<file path="src/rtl/iob_asym_fifo_ctrl.sv">
// Pointer and flag controller for a synchronous FIFO whose write and read words differ in width
// by a power-of-two ratio. Occupancy is kept in units of the narrower width, so full/empty are
// exact. Drives the address/enable ports of a downstream asymmetric width converter, which
// returns read data one cycle after an accepted read.
//
// Ports:
//   clk_i         rising-edge clock
//   arst_n_i      asynchronous reset, active low
//   cke_i         clock enable, 0 freezes all state
//   rst_i         synchronous clear, qualified by cke_i
//   w_en_i        write request            w_full_o     write word cannot be accepted
//   r_en_i        read request             r_empty_o    no complete read word stored
//   r_valid_o     converter read data holds the word of the previous accepted read
//   level_o       occupancy in MINDATA_W units
//   overflow_o    one-cycle pulse per rejected write request
//   underflow_o   one-cycle pulse per rejected read request
//   mem_w_en_o / mem_w_addr_o   converter write port
//   mem_r_en_o / mem_r_addr_o   converter read port
module iob_asym_fifo_ctrl #(
  parameter int unsigned W_DATA_W = 21,
  parameter int unsigned R_DATA_W = 21,
  parameter int unsigned ADDR_W   = 3,
  localparam int unsigned MINDATA_W = (W_DATA_W < R_DATA_W) ? W_DATA_W : R_DATA_W,
  localparam int unsigned W_INCR    = W_DATA_W / MINDATA_W,
  localparam int unsigned R_INCR    = R_DATA_W / MINDATA_W,
  localparam int unsigned W_ADDR_W  = ADDR_W - $clog2(W_INCR),
  localparam int unsigned R_ADDR_W  = ADDR_W - $clog2(R_INCR)
) (
  input  logic                clk_i,
  input  logic                arst_n_i,
  input  logic                cke_i,
  input  logic                rst_i,
  input  logic                w_en_i,
  output logic                w_full_o,
  input  logic                r_en_i,
  output logic                r_empty_o,
  output logic                r_valid_o,
  output logic [ADDR_W:0]     level_o,
  output logic                overflow_o,
  output logic                underflow_o,
  output logic                mem_w_en_o,
  output logic [W_ADDR_W-1:0] mem_w_addr_o,
  output logic                mem_r_en_o,
  output logic [R_ADDR_W-1:0] mem_r_addr_o
);

  localparam logic [ADDR_W+1:0] WIncrExt = (ADDR_W+2)'(W_INCR);
  localparam logic [ADDR_W+1:0] RIncrExt = (ADDR_W+2)'(R_INCR);
  // Full once there is no room left for a whole write word.
  localparam logic [ADDR_W:0]   FullThr  = (ADDR_W+1)'((1 << ADDR_W) - W_INCR);
  localparam logic [ADDR_W:0]   EmptyThr = (ADDR_W+1)'(R_INCR);

  logic [W_ADDR_W-1:0] w_ptr_q, w_ptr_d;
  logic [R_ADDR_W-1:0] r_ptr_q, r_ptr_d;
  logic [ADDR_W:0]     level_q, level_d;
  logic                r_valid_q, r_valid_d;
  logic                overflow_q, overflow_d;
  logic                underflow_q, underflow_d;
  logic [ADDR_W+1:0]   level_sum;
  logic                unused_level_msb;
  logic                w_acc, r_acc;

  assign w_full_o  = level_q > FullThr;
  assign r_empty_o = level_q < EmptyThr;

  // Nothing is accepted while the asynchronous reset is held.
  assign w_acc = w_en_i & ~w_full_o & cke_i & arst_n_i;
  assign r_acc = r_en_i & ~r_empty_o & cke_i & arst_n_i;

  assign mem_w_en_o   = w_acc;
  assign mem_w_addr_o = w_ptr_q;
  assign mem_r_en_o   = r_acc;
  assign mem_r_addr_o = r_ptr_q;

  assign level_o     = level_q;
  assign r_valid_o   = r_valid_q;
  assign overflow_o  = overflow_q;
  assign underflow_o = underflow_q;

  // One extra bit of headroom; acceptance rules keep the result within 0..2^ADDR_W.
  assign level_sum = {1'b0, level_q} + (w_acc ? WIncrExt : '0) - (r_acc ? RIncrExt : '0);
  assign unused_level_msb = level_sum[ADDR_W+1];

  always_comb begin
    w_ptr_d     = w_ptr_q;
    r_ptr_d     = r_ptr_q;
    level_d     = level_q;
    r_valid_d   = r_valid_q;
    overflow_d  = overflow_q;
    underflow_d = underflow_q;
    if (cke_i) begin
      if (rst_i) begin
        w_ptr_d     = '0;
        r_ptr_d     = '0;
        level_d     = '0;
        r_valid_d   = 1'b0;
        overflow_d  = 1'b0;
        underflow_d = 1'b0;
      end else begin
        if (w_acc) w_ptr_d = w_ptr_q + W_ADDR_W'(1);
        if (r_acc) r_ptr_d = r_ptr_q + R_ADDR_W'(1);
        level_d     = level_sum[ADDR_W:0];
        r_valid_d   = r_acc;
        overflow_d  = w_en_i & w_full_o;
        underflow_d = r_en_i & r_empty_o;
      end
    end
  end

  always_ff @(posedge clk_i or negedge arst_n_i) begin
    if (!arst_n_i) begin
      w_ptr_q     <= '0;
      r_ptr_q     <= '0;
      level_q     <= '0;
      r_valid_q   <= 1'b0;
      overflow_q  <= 1'b0;
      underflow_q <= 1'b0;
    end else begin
      w_ptr_q     <= w_ptr_d;
      r_ptr_q     <= r_ptr_d;
      level_q     <= level_d;
      r_valid_q   <= r_valid_d;
      overflow_q  <= overflow_d;
      underflow_q <= underflow_d;
    end
  end

endmodule

</file>
<file path="config.mk">
export PLATFORM = sky130hd
export DESIGN_NAME = iob_asym_fifo_ctrl
export DESIGN_NICKNAME = d
export VERILOG_FILES = /design/src/rtl/iob_asym_fifo_ctrl.sv
export SDC_FILE = /design/constraint.sdc
export NUM_CORES = 1
export LEC_CHECK = 0
export CELL_PAD_IN_SITES_DETAIL_PLACEMENT = 0
export CELL_PAD_IN_SITES_GLOBAL_PLACEMENT = 1
export CORE_ASPECT_RATIO = 0.75
export CORE_MARGIN = 3
export CORE_UTILIZATION = 37
export CTS_BUF_LIST = sky130_fd_sc_hd__clkbuf_8
export DETAILED_ROUTE_END_ITERATION = 6
export GPL_ROUTABILITY_DRIVEN = 1
export PLACE_DENSITY = 0.92
export SYNTH_ARGS = -nofsm -noshare
export SYNTH_HDL_FRONTEND = slang
export SYNTH_SLANG_ARGS = --single-unit
export TNS_END_PERCENT = 20
</file>
<file path="constraint.sdc">
create_clock -name clk_i -period 2.58 [get_ports clk_i]
set_input_delay 0.774 -clock clk_i [delete_from_list [all_inputs] [get_ports clk_i]]
set_output_delay 0.774 -clock clk_i [all_outputs]
set_load 0.01 [all_outputs]
</file>
==> results.toml, run 1 <==
[outcome]
outcome = "completed"

[worst_setup_path]
required_ns = 2.69
crit_path_cell_trace = "clkdlybuf4s50_1, nand3_1, nand2b_4, ha_1, inv_1, ha_2, fa_2, nand3b_1, o21ai_0"
cpPeakStageDelay_ns = 0.47
reg2reg_from = "level_o[2]$_DFFE_PN0P_"
startpoint_type = "primary input"
cp-startpoint = "w_en_i"
crit_type = "in2reg"
slowest_stage = "clkdlybuf4s50_1"
worstReg2RegEnd = "level_o[1]$_DFFE_PN0P_"
worst_r2r_path_depth = 12
arrival_ns = 2.60
rrSetupSlack_ns = 0.18
crit_end = "level_o[1]$_DFFE_PN0P_"
endpoint_kind = "register"
cp_max_fo = 3

[yosys]
netlist_area_um2 = 835.8
syn_nets = 96
synthTopCellsByArea = "dfrtp_1 (39%), ha_1 (12%), inv_1 (6.7%), o22ai_1 (6.0%), xnor2_1 (5.2%)"
synth_top_area_share_pct = 38.92
syn_inst = 81
seq_area_frac_synth_pct = 38.92
synth_area_leader_cell = "dfrtp_1"
avgSynthCellArea_um2 = 10.32
yosysUniqueCellTypes = 28
synth_warnings = 0
ys_seq_elements = 13

[timing]
finalSetupViolations = 0
period_needed_ns = 2.486
hold_viol_final = 0
slew_violations = 0
tightest_slew_ns = 0.4410
fmax_mhz = 402.3
clock_skew_ns = 0.0008373
period_share_pct = 96.34
slew_headroom_pct = 70.51
grt_setup_unrepaired = "no"

[power_and_ir_drop]
intPower_uw = 721.9
powerDensity_nw_per_um2 = 899.5
power.leakage_nw = 0.5500
power.total_mw = 1.106
p_sw_share_pct = 34.75
switchingPower_uw = 384.5
pwr-share-comb_pct = 55.9
seq_power_share_pct = 28.8
ir_drop_mv = 0.4448
clkPwrFrac_pct = 15.3

[place]
gp_congestion = 0.8016
dp_hpwl_um = 1448
port_buffers = 22
place_area_um2 = 1150

[grt]
grt_pass1_vias = 757
antenna_found_initial = 0
grt_usage_pct = 16.18
met2_usage_pct = 26.87
grt_pass1_wl_um = 3305
met3_usage_pct = 5.220
gr-total-overflow = 0
met1_usage_pct = 19.70
top_usage_layer = "met2"
grt_max_degree = 19

[job]
drv_cap = 0

[routing]
post_drt_wl_per_cell_um = 13.24
routed_wl_um = 1894
drc = 0
dr.pass1.iters = 4
drtAntennaViolNets = 0
first_iter_violations = 15
num_vias = 689
viasPerCell = 4.818

[floorplan]
fp.dieW_um = 60.88
die_area_um2 = 2871
io_pins = 23
core-area_um2 = 2067
initial_utilization_pct = 40.44
rows = 14
die_h_um = 47.16

[clocking]
cts_tree = "built"
cts_root_buffer = "clkbuf_8"
cts_hold_buf = 0
cts_inserted_buffers = 3
clk_pin_slew_worst_paths_ns = 0.05
ctsLongestPathBuffers = 2
clkSinkCount = 13
htreeDepth = 1
clock_latency_ns = 0.24

[final_layout]
post_route_cells_drive_above_1_share_pct = 25.21
fillCellCount = 193
area_growth_pct = 47.16
stdcell_area_um2 = 1230
layout.nets = 135
antenna_cells = 0

[hold_path]
min_path_type = "reg2reg"
## worst max-delay path: cells and delay by family
family | cells | cell delay, ns
AOI/OAI and AO/OA | 1 | 0.07
adders and majority gates | 3 | 0.89
buffers and inverters | 2 | 0.53
and+or+nand+nor | 3 | 0.33
## power groups by stage
stage | registers (mW) | logic [mW] | clock network [mW]
after floorplan | 0.344 | 0.281 | 0
after global placement | 0.323 | 0.555 | 0
after detailed placement | 0.327 | 0.569 | 0
after CTS | 0.324 | 0.596 | 0.172
after global routing | 0.331 | 0.684 | 0.190
final | 0.319 | 0.618 | 0.169
## registers in the layout, indices dropped and copies added (netlist names)
| register | count |
|---|---|
| level_o | 4 |
| mem_r_addr_o | 3 |
| mem_w_addr_o | 3 |
| overflow_o | 1 |
| r_valid_o | 1 |
| underflow_o | 1 |
## synthesized netlist by cell type
cell type,number
inv_1,15
dfrtp_1,13
ha_1,8
o22ai_1,8
xnor2_1,5
nand3b_1,3
o21ai_0,3
a21oi_1,2
clkbuf_1,2
mux2i_1,2
nand2_1,2
nand3_1,2
a21o_1,1
buf_6,1
fa_1,1
inv_2,1
nand2_2,1
nand2b_1,1
nand2b_4,1
nand3_2,1
nand3_4,1
nand4_1,1
nor2_4,1
nor2b_1,1
nor3b_2,1
nor3b_4,1
o31ai_1,1
o32ai_1,1
## cell usage in the layout (no fill, tap or decap), drive strengths merged
cell,instances
clkdlybuf4s50,17
inv,17
buf,15
dfrtp,13
o22ai,8
ha,8
xnor2,5
clkbuf,4
nand3,4
o21ai,3
nand3b,3
dlygate4sd2,3
nand2,3
mux2i,2
a21oi,2
nor3b,2
nand2b,2
nor2,1
nor2b,1
o31ai,1
nand4,1
a21o,1
o32ai,1
fa,1
clkdlybuf4s15,1
## worst min path at each step
stage                     depth (start not counted)  slack (ns)                           to                   startpoint
after floorplan                                   0        0.48       level_o[0]$_DFFE_PN0P_                     arst_n_i
after global placement                            1        0.51  mem_w_addr_o[0]$_DFFE_PN0P_  mem_w_addr_o[0]$_DFFE_PN0P_
after detailed placement                          1        0.52  mem_w_addr_o[0]$_DFFE_PN0P_  mem_w_addr_o[0]$_DFFE_PN0P_
after CTS                                         1        0.52  mem_w_addr_o[0]$_DFFE_PN0P_  mem_w_addr_o[0]$_DFFE_PN0P_
after global routing                              1        0.55  mem_w_addr_o[0]$_DFFE_PN0P_  mem_w_addr_o[0]$_DFFE_PN0P_
final                                             1        0.52  mem_w_addr_o[0]$_DFFE_PN0P_  mem_w_addr_o[0]$_DFFE_PN0P_
## logic make-up after synthesis
family / after synthesis / share of synthesized area [%]
multiplexers: 2 / 2.395
buffers and inverters: 19 / 9.430
AO/OA/AOI/OAI: 16 / 11.83
flip-flops: 13 / 38.92
AND/OR/NAND/NOR: 17 / 17.82
XOR/XNOR: 5 / 5.239
adder cells (fa/ha/maj): 9 / 14.37
## layout make-up
class / instances / area (um2) / share of cell area (%)
multi-input combinational: 49 / 436.7 / 35.50
timing repair buffer: 37 / 332.8 / 27.06
sequential: 13 / 325.3 / 26.45
inverter: 16 / 60.06 / 4.883
clock buffer: 3 / 41.29 / 3.357
tap: 24 / 30.03 / 2.442
clock inverter: 1 / 3.754 / 0.3052
## metrics by stage
| step | utilization (%) | TNS (ns) | std cells | worst slack (ns) | hold WS (ns) |
|---|---|---|---|---|---|
| 2_1_floorplan | - | 0 | 81 | 0.2432 | 0.4784 |
| 3_3_place_gp | 55.63 | -1.666 | 135 | -0.3633 | 0.5062 |
| 3_5_place_dp | 55.63 | -1.764 | 135 | -0.3918 | 0.5160 |
| 4_1_cts | 58.96 | 0 | 141 | 0.006352 | 0.5226 |
| 5_1_grt | 59.50 | 0 | 143 | 0.006486 | 0.5526 |
| 6_report | 59.50 | 0 | 143 | 0.09437 | 0.5168 |
## routing by layer
metal,up-vias,part of all wire [%]
met5,-,0
met4,0,1.4
met3,2,4.3
met2,18,48
met1,320,46
li1,349,-
## what timing repair did
item                       in CTS  in global routing
cloned                          0                  0
setup buffers                   2                  2
setup endpoints to repair       6                  2
gates resized for setup        11                  2
pin swaps                       2                  0
No activity file was read; power rests on OpenSTA's default activity.
==> run 2, diff against run 1 <==
==> constraint.sdc (replaced) <==
create_clock -name clk_i -period 2.4 [get_ports clk_i]
set_input_delay 0.72 -clock clk_i [delete_from_list [all_inputs] [get_ports clk_i]]
set_output_delay 0.72 -clock clk_i [all_outputs]
set_load 0.01 [all_outputs]
==> results.toml, run 2 (synthesized netlist as in run 1, its figures left out) <==
[outcome]
outcome = "completed"

[floorplan]
initial_utilization_pct = 40.44
rows = 14
die_area_um2 = 2871
io_pins = 23
die_h_um = 47.16
fp.dieW_um = 60.88
core-area_um2 = 2067

[timing]
finalSetupViolations = 0
tightest_slew_ns = 0.4605
slew_violations = 0
period_share_pct = 94.55
slew_headroom_pct = 69.21
period_needed_ns = 2.269
clock_skew_ns = 0.001052
fmax_mhz = 440.7
hold_viol_final = 0
grt_setup_unrepaired = "no"

[routing]
drc = 0
num_vias = 683
routed_wl_um = 1847
drtAntennaViolNets = 0
viasPerCell = 4.985
dr.pass1.iters = 4
first_iter_violations = 10
post_drt_wl_per_cell_um = 13.48

[grt]
grt_max_degree = 15
grt_pass1_wl_um = 2822
antenna_found_initial = 0
grt_pass1_vias = 638
grt_usage_pct = 13.93
gr-total-overflow = 0

[clocking]
clk_pin_slew_worst_paths_ns = 0.06
cts_root_buffer = "clkbuf_8"
clkSinkCount = 13
cts_inserted_buffers = 3
ctsLongestPathBuffers = 2
cts_tree = "built"
htreeDepth = 1
clock_latency_ns = 0.24
cts_hold_buf = 0

[worst_setup_path]
startpoint_type = "primary input"
cp_max_fo = 4
arrival_ns = 2.43
crit_type = "in2reg"
endpoint_kind = "register"
required_ns = 2.56

[power_and_ir_drop]
seq_power_share_pct = 31.0
power.leakage_nw = 0.5300
switchingPower_uw = 408.7
pwr-share-comb_pct = 52.1
ir_drop_mv = 0.4505
intPower_uw = 718.1
powerDensity_nw_per_um2 = 939.1
p_sw_share_pct = 36.27
clkPwrFrac_pct = 16.9

[final_layout]
stdcell_area_um2 = 1200
fillCellCount = 191
area_growth_pct = 43.56
antenna_cells = 0
layout.nets = 129
post_route_cells_drive_above_1_share_pct = 23.89
utilization_pct = 58.05
final_cell_mix = "inv_1 (14), clkdlybuf4s50_1 (14), dfrtp_1 (13), buf_4 (9), o22ai_1 (8)"
largest_reg_flops = 4

[place]
gp_congestion = 0.7621
dp_hpwl_um = 1400
place_area_um2 = 1127
port_buffers = 22

[job]
drv_cap = 0

[hold_path]
min_path_type = "reg2reg"
run 2: cell type report:
class | instances | area [um2] | share of cell area (%)
Clock inverter | 1 | 3.754 | 0.3128
Tap cell | 24 | 30.03 | 2.503
Sequential cell | 13 | 325.3 | 27.11
Clock buffer | 3 | 41.29 | 3.441
Inverter | 16 | 60.06 | 5.005
Multi-Input combinational cell | 49 | 459.2 | 38.27
Timing Repair Buffer | 31 | 280.3 | 23.36
run 2: worst paths after layout:
path                                         startpoint                       to  slack, ns  depth (start not counted)
worst min-delay path            underflow_o$_DFFE_PN0P_  underflow_o$_DFFE_PN0P_       0.52                          2
min in group asynchronous                      arst_n_i  underflow_o$_DFFE_PN0P_       0.65                          2
worst max register to register   level_o[2]$_DFFE_PN0P_   level_o[1]$_DFFE_PN0P_       0.16                         10
max in group asynchronous                      arst_n_i   level_o[3]$_DFFE_PN0P_       1.58                          2
worst min register to register  underflow_o$_DFFE_PN0P_  underflow_o$_DFFE_PN0P_       0.52                          2
worst max-delay path                              cke_i   level_o[1]$_DFFE_PN0P_       0.13                          9
run 2: per-stage QoR:
step | setup slack (ns) | hold WS (ns) | setup TNS [ns] | cells | total power, mW
finish | 0.1308 | 0.5233 | 0 | 137 | 1.127
global route | 0.03324 | 0.5367 | 0 | 137 | 1.206
CTS | -0.06227 | 0.5248 | -0.1063 | 136 | 1.133
detailed placement | -0.4887 | 0.5137 | -2.119 | 132 | 0.9527
global placement | -0.4748 | 0.4997 | -2.012 | 132 | 0.9362
floorplan | 0.06319 | 0.4244 | 0 | 81 | 0.6727
run 2: power groups by stage:
stage	Combinational, mW	Sequential [mW]	Clock (mW)
after floorplan	0.302	0.370	0
after global placement	0.589	0.347	0
after detailed placement	0.601	0.351	0
after CTS	0.589	0.350	0.194
after global routing	0.640	0.361	0.204
final	0.587	0.350	0.190
run 2: per-layer routing:
metal	up-vias	GRT usage [%]	part of all wire, %
li1	337	-	-
met4	0	5.195	1.2
met1	325	16.42	45
met2	19	24.09	48
met3	2	4.396	5.5
met5	-	0	0
run 2: repair_timing:
| item | 4_1_cts | 5_1_grt |
|---|---|---|
| pin swaps | 1 | 1 |
| setup buffers | 0 | 1 |
| gates cloned | 0 | 0 |
| resized for setup | 15 | 4 |
| setup endpoints to repair | 7 | 4 |
run 2: worst max-delay path: stages:
cell	delay (ns)
dlygate4sd2_1	0.29
nand3_1	0.11
nand2b_4	0.18
ha_4	0.26
inv_2	0.04
ha_4	0.15
fa_2	0.51
nand3b_1	0.07
o21ai_0	0.08
==> run 3, diff against run 2 <==
--- a/config.mk
+++ b/config.mk
@@ -13,7 +13,7 @@
 export CTS_BUF_LIST = sky130_fd_sc_hd__clkbuf_8
 export DETAILED_ROUTE_END_ITERATION = 6
 export GPL_ROUTABILITY_DRIVEN = 1
-export PLACE_DENSITY = 0.92
+export PLACE_DENSITY_LB_ADDON = 0.08
 export SYNTH_ARGS = -nofsm -noshare
 export SYNTH_HDL_FRONTEND = slang
 export SYNTH_SLANG_ARGS = --single-unit
==> results.toml, run 3 (synthesized netlist as in run 1, its figures left out) <==
[outcome]
outcome = "completed"

[place]
port_buffers = 22
place_area_um2 = 1150
dp_hpwl_um = 1465
gp_congestion = 0.7669

[floorplan]
fp.dieW_um = 60.88
die_h_um = 47.16
io_pins = 23
rows = 14
initial_utilization_pct = 40.44
die_area_um2 = 2871
core-area_um2 = 2067

[worst_setup_path]
required_ns = 2.57
worstReg2RegEnd = "level_o[1]$_DFFE_PN0P_"
rrSetupSlack_ns = 0.17
crit_type = "in2reg"
cpPeakStageDelay_ns = 0.53
startpoint_type = "primary input"
cp_max_fo = 4
endpoint_kind = "register"
cp-startpoint = "arst_n_i"
slowest_stage = "fa_2"
crit_path_cell_trace = "clkdlybuf4s15_1, nand3_1, nand2b_4, ha_1, inv_1, ha_4, fa_2, nand3b_1, o21ai_1"
worst_r2r_path_depth = 10
arrival_ns = 2.47
reg2reg_from = "level_o[2]$_DFFE_PN0P_"

[final_layout]
post_route_cells_drive_above_1_share_pct = 22.61
stdcell_area_um2 = 1219
largest_reg_flops = 4
final_common_cell = "inv_1"
area_growth_pct = 45.81
antenna_cells = 0
utilization_pct = 58.96
layout.nets = 131
final_cell_mix = "inv_1 (15), clkdlybuf4s50_1 (14), dfrtp_1 (13), buf_4 (11), o22ai_1 (8)"

[grt]
antenna_found_initial = 0
grt_usage_pct = 15.07
grt_pass1_wl_um = 3077
grt_pass1_vias = 677
grt_max_degree = 13
gr-total-overflow = 0

[power_and_ir_drop]
power.leakage_nw = 0.5534
powerDensity_nw_per_um2 = 949.7
ir_drop_mv = 0.4642

[job]
drv_cap = 0

[routing]
post_drt_wl_per_cell_um = 13.71
routed_wl_um = 1905
viasPerCell = 4.712
drtAntennaViolNets = 0
num_vias = 655
drc = 0
first_iter_violations = 8
dr.pass1.iters = 4

[clocking]
htreeDepth = 1
clk_pin_slew_worst_paths_ns = 0.06
cts_root_buffer = "clkbuf_8"
ctsLongestPathBuffers = 2
cts_inserted_buffers = 3
cts_tree = "built"
clock_latency_ns = 0.25
clkSinkCount = 13

[timing]
fmax_mhz = 435.9
grt_setup_unrepaired = "no"
slew_violations = 0
hold_viol_final = 0
tightest_slew_ns = 0.4589
slew_headroom_pct = 69.31
clock_skew_ns = 0.003443
period_needed_ns = 2.294
finalSetupViolations = 0
period_share_pct = 95.60
setup_tns_ns = 0

[hold_path]
hold_start = "underflow_o$_DFFE_PN0P_"
hold_depth = 2
whs_endpoint = "underflow_o$_DFFE_PN0P_"
min_path_type = "reg2reg"
[run 3: cell types whose count changed in the layout (fill, tap and decap cells not counted), sizes merged]
| cell | before | now |
|---|---|---|
| dlymetal6s2s | 1 | 2 |
| dlygate4sd2 | 5 | 2 |
| buf | 10 | 11 |
| clkdlybuf4s15 | 1 | 4 |
[run 3: cell type report]
type / instances / area, um2
fillers: 182 / 848.3
well taps: 24 / 30.03
multi-input cells: 49 / 451.7
repair buffers: 33 / 306.5
inverters: 16 / 60.06
flip-flops and latches: 13 / 325.3
clock buffers: 3 / 41.29
clock inverters: 1 / 3.754
[run 3: what timing repair did]
| action | in CTS | in global routing |
|---|---|---|
| setup buffers | 0 | 0 |
| setup endpoints to repair | 6 | 5 |
| hold buffers | 0 | 0 |
| pin swaps | 0 | 2 |
| resized for setup | 10 | 9 |
| cloned | 0 | 0 |
[run 3: how the worst max path moves through the flow]
stage | to | slack [ns] | cells past startpoint
after floorplan | level_o[2]$_DFFE_PN0P_ | 0.06 | 10
after global placement | mem_w_en_o | -0.48 | 5
after detailed placement | mem_w_en_o | -0.48 | 5
after CTS | mem_w_en_o | -0.07 | 5
after global routing | level_o[1]$_DFFE_PN0P_ | 0.02 | 9
final | level_o[1]$_DFFE_PN0P_ | 0.11 | 9
[run 3: per-layer routing]
metal | wire [um] | part of all wire (%) | vias to the layer above | track usage (%)
li1 | - | - | 341 | -
met1 | 991 | 52 | 292 | 19.77
met2 | 760 | 40 | 20 | 22.81
met3 | 137 | 7.2 | 2 | 6.593
met4 | 15 | 0.79 | 0 | 3.896
met5 | 0 | 0 | - | 0
[run 3: power breakdown]
group / switching (mW) / total, mW / leakage, nW / internal, mW
clock network: 0.0829 / 0.196 / 0.0269 / 0.113
registers: 0.0638 / 0.344 / 0.175 / 0.280
logic: 0.274 / 0.618 / 0.351 / 0.343
[run 3: critical path: cells and delay by family]
family / cells / cell delay, ns
buffers and inverters: 2 / 0.35
and+or+nand+nor: 3 / 0.35
AOI/OAI and AO/OA: 1 / 0.08
adders and majority gates: 3 / 0.96
[run 3: stage by stage]
stage / setup WS (ns) / hold WS, ns / total power, mW / instances
CTS: -0.07252 / 0.5299 / 1.166 / 139
finish: 0.1057 / 0.5218 / 1.157 / 139
global placement: -0.4834 / 0.5083 / 0.9674 / 135
floorplan: 0.06319 / 0.4244 / 0.6727 / 81
detailed placement: -0.4841 / 0.5174 / 0.9706 / 135
global route: 0.01841 / 0.5489 / 1.259 / 139
